File: src/rtl/jesd_rx_pkg.sv
// Shared state encoding, default tuning values and helpers for the JESD204B receive
// link bring-up sequencer.
package jesd_rx_pkg;

  typedef enum logic [2:0] {
    StIdle     = 3'd0,
    StReset    = 3'd1,
    StWaitSync = 3'd2,
    StWaitLmfc = 3'd3,
    StRun      = 3'd4,
    StFault    = 3'd5
  } link_state_e;

  localparam int unsigned RstCyclesDef   = 16;
  localparam int unsigned SyncTimeoutDef = 4096;
  localparam int unsigned LmfcSettleDef  = 4;
  localparam int unsigned ErrWindowDef   = 1024;
  localparam int unsigned ErrThreshDef   = 8;
  localparam int unsigned MaxRetryDef    = 7;

  function automatic logic [15:0] sat_add16(input logic [15:0] a, input logic [3:0] b);
    logic [16:0] sum;
    sum = {1'b0, a} + {13'd0, b};
    return sum[16] ? 16'hFFFF : sum[15:0];
  endfunction

endpackage

File: src/rtl/popcnt8.sv
// Combinational population count of an 8-bit vector.
module popcnt8 (
  input  logic [7:0] din,
  output logic [3:0] cnt
);

  always_comb begin
    cnt = 4'd0;
    for (int i = 0; i < 8; i++) begin
      cnt = cnt + {3'd0, din[i]};
    end
  end

endmodule

File: src/rtl/adc_jesd_link_seq.sv
// ADC JESD204B link bring-up sequencer: resets the aligners, waits for CGS sync and LMFC
// settling, then watches the per-window error rate and retries the link on any loss.
module adc_jesd_link_seq
  import jesd_rx_pkg::*;
#(
  parameter int unsigned RST_CYCLES   = RstCyclesDef,
  parameter int unsigned SYNC_TIMEOUT = SyncTimeoutDef,
  parameter int unsigned LMFC_SETTLE  = LmfcSettleDef,
  parameter int unsigned ERR_WINDOW   = ErrWindowDef,
  parameter int unsigned ERR_THRESH   = ErrThreshDef,
  parameter int unsigned MAX_RETRY    = MaxRetryDef
) (
  input  logic        clk_120,
  input  logic        rst_n,
  input  logic        enable,
  input  logic [7:0]  xrx_syncstatus_adc,
  input  logic [7:0]  xrx_errdetect_adc,
  input  logic [7:0]  xrx_disperr_adc,
  input  logic        sync_n_adc,
  input  logic        sysref_error,
  input  logic        lmfc_edge,
  output logic        rst_adc_align,
  output logic        link_up,
  output logic        fault,
  output logic [2:0]  state_o,
  output logic [3:0]  retry_cnt,
  output logic [15:0] err_cnt
);

  link_state_e state_q, state_d;
  logic [31:0] cnt_q, cnt_d;
  logic [31:0] wcyc_q, wcyc_d;
  logic [31:0] wsum_q, wsum_d, wsum_next;
  logic [3:0]  retry_q, retry_d;
  logic [15:0] err_q, err_d;
  logic [7:0]  err_bits;
  logic [3:0]  errs;
  logic        sync_ok, retry_req;
  logic        rst_align_q, link_up_q, fault_q;

  assign err_bits = xrx_errdetect_adc | xrx_disperr_adc;
  assign sync_ok  = (xrx_syncstatus_adc == 8'hFF) && sync_n_adc;

  popcnt8 u_popcnt (
    .din(err_bits),
    .cnt(errs)
  );

  // First cycle of every window starts a fresh sum, so boundary errors land in the new window.
  assign wsum_next = (wcyc_q == 32'd0) ? {28'd0, errs} : wsum_q + {28'd0, errs};

  always_comb begin
    state_d   = state_q;
    cnt_d     = cnt_q;
    wcyc_d    = wcyc_q;
    wsum_d    = wsum_q;
    retry_d   = retry_q;
    err_d     = err_q;
    retry_req = 1'b0;
    if (!enable && (state_q != StIdle)) begin
      state_d = StIdle;
    end else begin
      case (state_q)
        StIdle: begin
          if (enable) begin
            state_d = StReset;
            cnt_d   = 32'd0;
            retry_d = 4'd0;
            err_d   = 16'd0;
          end
        end
        StReset: begin
          if (cnt_q == RST_CYCLES - 1) begin
            state_d = StWaitSync;
            cnt_d   = 32'd0;
          end else begin
            cnt_d = cnt_q + 32'd1;
          end
        end
        StWaitSync: begin
          if (sync_ok) begin
            state_d = StWaitLmfc;
            cnt_d   = 32'd0;
          end else if (cnt_q == SYNC_TIMEOUT - 1) begin
            retry_req = 1'b1;
          end else begin
            cnt_d = cnt_q + 32'd1;
          end
        end
        StWaitLmfc: begin
          if (!sync_n_adc || sysref_error) begin
            retry_req = 1'b1;
          end else if (lmfc_edge) begin
            if (cnt_q == LMFC_SETTLE - 1) begin
              state_d = StRun;
              wcyc_d  = 32'd0;
              wsum_d  = 32'd0;
            end else begin
              cnt_d = cnt_q + 32'd1;
            end
          end
        end
        StRun: begin
          err_d  = sat_add16(err_q, errs);
          wsum_d = wsum_next;
          wcyc_d = (wcyc_q == ERR_WINDOW - 1) ? 32'd0 : wcyc_q + 32'd1;
          if ((wsum_next > ERR_THRESH) || !sync_ok || sysref_error) begin
            retry_req = 1'b1;
          end
        end
        StFault: ;
        default: state_d = StIdle;
      endcase
      if (retry_req) begin
        cnt_d = 32'd0;
        if (retry_q == 4'(MAX_RETRY)) begin
          state_d = StFault;
        end else begin
          state_d = StReset;
          if (retry_q != 4'hF) retry_d = retry_q + 4'd1;
        end
      end
    end
  end

  always_ff @(posedge clk_120) begin
    if (!rst_n) begin
      state_q     <= StIdle;
      cnt_q       <= 32'd0;
      wcyc_q      <= 32'd0;
      wsum_q      <= 32'd0;
      retry_q     <= 4'd0;
      err_q       <= 16'd0;
      rst_align_q <= 1'b1;
      link_up_q   <= 1'b0;
      fault_q     <= 1'b0;
    end else begin
      state_q     <= state_d;
      cnt_q       <= cnt_d;
      wcyc_q      <= wcyc_d;
      wsum_q      <= wsum_d;
      retry_q     <= retry_d;
      err_q       <= err_d;
      rst_align_q <= (state_d == StIdle) || (state_d == StReset) || (state_d == StFault);
      link_up_q   <= (state_d == StRun);
      fault_q     <= (state_d == StFault);
    end
  end

  assign rst_adc_align = rst_align_q;
  assign link_up       = link_up_q;
  assign fault         = fault_q;
  assign state_o       = state_q;
  assign retry_cnt     = retry_q;
  assign err_cnt       = err_q;

endmodule

File: config.mk
export PLATFORM = sky130hd
export DESIGN_NAME = adc_jesd_link_seq
export DESIGN_NICKNAME = d
export VERILOG_FILES = /design/src/rtl/jesd_rx_pkg.sv /design/src/rtl/popcnt8.sv /design/src/rtl/adc_jesd_link_seq.sv
export SDC_FILE = /design/constraint.sdc
export NUM_CORES = 1
export LEC_CHECK = 0
export CAP_MARGIN = 30
export CELL_PAD_IN_SITES_DETAIL_PLACEMENT = 2
export CELL_PAD_IN_SITES_GLOBAL_PLACEMENT = 2
export CORE_MARGIN = 2
export CORE_UTILIZATION = 32
export DETAILED_ROUTE_END_ITERATION = 7
export GPL_TIMING_DRIVEN = 1
export PLACE_DENSITY_LB_ADDON = 0.12
export SLEW_MARGIN = 20
export SYNTH_ARGS = -nofsm -noshare
export SYNTH_HDL_FRONTEND = slang
export SYNTH_SLANG_ARGS = --single-unit
export TNS_END_PERCENT = 5
File: constraint.sdc
create_clock -name clk_120 -period 6.2 [get_ports clk_120]
set_input_delay 0.93 -clock clk_120 [delete_from_list [all_inputs] [get_ports clk_120]]
set_output_delay 0.93 -clock clk_120 [all_outputs]
set_load 0.01 [all_outputs]
==> metrics.txt <==
root buf cell clkbuf_16; die area 0.0245 mm²; CTS clock-pin slew for the worst setup and hold paths around 0.070 ns; critical-path maximum fanout 6; Die Ht between 150 and 200 µm; Via density approximately 5.6; crit share post-route 98.8%; unrepaired setup endpoints after global routing yes; drc violations 0; Final WS setup 0.0767 ns; Clock Sinks 122; # rows 55; GRT overflow 0; endpoints failing setup 0; GRT Util Overall around 22%; combinational cell fraction of total power roughly 10%; ys async rst share 0%; cell leakage power 0.00349 µW; share of post-route cells with drive strength above 1 approximately 17%; Ys Warns 0; Pint roughly 1500 µW; PortBufs 55; peak supply drop between 0.1 and 0.15 mV; routed wire length between 20,000 and 30,000 µm; required time of the worst setup path ~6.6 ns; Avg Inst Size Synth a little under 8 µm²; top_reg_cell synth dfxtp_1; initial core utilization approximately a third; Clock Path Buffers 2; die width approximately 160 µm; htree depth 4; final setup TNS 0 ns; Switching Share roughly 26%; wire length of the first global-routing pass 43,700 µm; drt first pass iters 4; Crit. End Element flop; initial antenna violation count 0; part of the power in the clock network 51.8%; Area growth syn-to-layout 29.1%; Post-Syn Area roughly 0.0074 mm²; Cell Chain, Critical Path clkdlybuf4s50_1, or2_4, fa_1, inv_1, fa_1, fa_2, fa_2, fa_2, and2b_2, o21ai_2, a211o_1, a2111o_1, or4_4, or4b_4, o211ai_2, nand2b_4, or4_4, nand2_2; top cell type's share of synthesized area between 30% and 40%; worst hold slack between 0.5 and 0.6 ns; DP Worst Slack -0.753 ns; crit path kind input port to flop; fmax 163 MHz; Worst EP arrival about 6.5 ns; Overall Power 2080 µW; final hold vios 0; Worst Tran Pin Value around 0.88 ns; Psw ~540 µW; syn nets 1,016; status completed; Num CTS Buffers 17; Max-slew headroom between 40% and 50%; pwr/cell area about 220 mW/mm²; Max-Cap Viols 0; vias in the first global route between 8,000 and 9,000; RePlAce Congestion around 0.81; Synth Register Bits between 100 and 150; Slowest-stage cell, CP fa_2; ANT cells 0; startpoint types input port; EDFF count, synth 0; 1st-iter DRT viols 338; post-synthesis sequential area ratio around 33%; Nets between 1,000 and 1,500; Post-Synthesis Cells 965; Avg WL per Cell slightly below 20 µm; CP dominant cell by count fa_2; core area between 0.02 and 0.025 mm²; top cells by area, synth dfxtp_1 33%, nor2_1 6.1%, a21oi_1 5.1%, nand2_1 4.7%, o21ai_0 4.5%; Tmin final between 6 and 7 ns; final core utilization 42.3%; Flop pwr share 37.9%; fin. max-slew vios 0; Synth cell types 75; most instantiated cells after synthesis 122 x dfxtp_1, 121 x nor2_1, 93 x nand2_1; Final Skew ~0.012 ns; Synth area leader dfxtp_1; CTS tree built; post-route ant nets 0; largest net degree at the start of global routing 50; DR vias approximately 7,600; total I/O pin count 56; slowest cell delay on critical path ~0.52 ns; hold crit path type flop to flop; detailed-placement wirelength estimate between 15,000 and 20,000 µm; most frequent cell after synthesis dfxtp_1; Clock Latency Late Sink about 0.43 ns
-- per-layer routing --
| metal | GRT usage, % | share of wire, % | vias to the layer above |
|---|---|---|---|
| li1 | - | - | 3684 |
| met1 | 28.5 | 48 | 3821 |
| met2 | 39.6 | 49 | 88 |
| met3 | 2.96 | 2.0 | 21 |
| met4 | 4.98 | 1.0 | 0 |
| met5 | 0 | 0 | - |
-- stage by stage --
stage	cell area [µm²]	instances
after detailed placement	8680	1323
final	9600	1364
after floorplan	7480	965
after global placement	8660	1321
after CTS	9400	1360
after global routing	9600	1364
-- cell type report --
type	count	area [µm²]
Clock inverter	14	185
Fill cell	2570	13100
Tap cell	285	357
Clock buffer	18	439
Inverter	25	93.8
Multi-Input combinational cell	770	4950
Sequential cell	122	2440
Timing Repair Buffer	130	1140
-- final timing paths --
| path | startpoint | end | slack [ns] | cells after the start |
|---|---|---|---|---|
| setup reg to reg | wsum_q[0] | cnt_q[20] | 2.47 | 13 |
| hold reg to reg | cnt_q[16] | cnt_q[16] | 0.51 | 2 |
| hold / removal | cnt_q[16] | cnt_q[16] | 0.51 | 2 |
| setup / recovery | xrx_disperr_adc[2] | cnt_q[20] | 0.08 | 18 |
-- what timing repair did --
item / 4_1_cts / 5_1_grt
hold buffers: 0 / 0
setup endpoints to repair: 41 / 41
pin swaps: 19 / 21
buffers inserted: 5 / 4
resized for setup: 30 / 42
-- state kept, by name (all words and copies together), names as in the netlist --
signal,flops
rst_adc_align,1
cnt_q,32
link_up,1
err_cnt,16
state_o,3
wcyc_q,32
retry_cnt,4
wsum_q,32
fault,1
-- worst max-delay path, delay by kind of cell --
family                   cells  cell delay [ns]
buffers and inverters        2             0.45
AO/OA/AOI/OAI                4             0.85
AND/OR/NAND/NOR              7             2.04
adder cells (fa/ha/maj)      5             2.23
-- power groups by stage --
| stage | sequential, µW | clock, µW | combinational (µW) |
|---|---|---|---|
| after global routing | 788 | 1140 | 235 |
| after floorplan | 804 | 0 | 107 |
| after CTS | 788 | 1110 | 208 |
| final | 788 | 1080 | 214 |
| after detailed placement | 805 | 0 | 201 |
| after global placement | 805 | 0 | 192 |
-- placed cells by master (no fill, tap or decap), types with 8 or more instances in the layout --
| master | n |
|---|---|
| dfxtp_1 | 122 |
| nand4_1 | 19 |
| inv_1 | 23 |
| nand2_1 | 91 |
| clkbuf_16 | 17 |
| a211oi_2 | 8 |
| nand3_1 | 57 |
| xnor2_1 | 25 |
| or4_1 | 8 |
| nand2b_1 | 9 |
| or3_1 | 21 |
| and3_1 | 20 |
| o21ai_0 | 63 |
| a31oi_1 | 10 |
| nor3_1 | 21 |
| and4_1 | 15 |
| nor2_1 | 119 |
| clkdlybuf4s50_1 | 48 |
| and2_1 | 9 |
| buf_4 | 67 |
| a21oi_1 | 72 |
| nor4_1 | 13 |
| xor2_1 | 32 |
| ha_1 | 11 |
-- cells by family (layout without fill, tap and decap cells) --
kind of cell / after synthesis / in the layout / share of synthesized area [%]
buf+inv: 73 / 187 / 4.34
mux: 7 / 7 / 0.959
flops: 122 / 122 / 32.8
fa+ha+maj: 21 / 21 / 4.14
simple gates: 460 / 460 / 32.0
xor+xnor: 58 / 58 / 6.83
compound gates: 224 / 224 / 18.9
(Power assumes the default switching activity.)
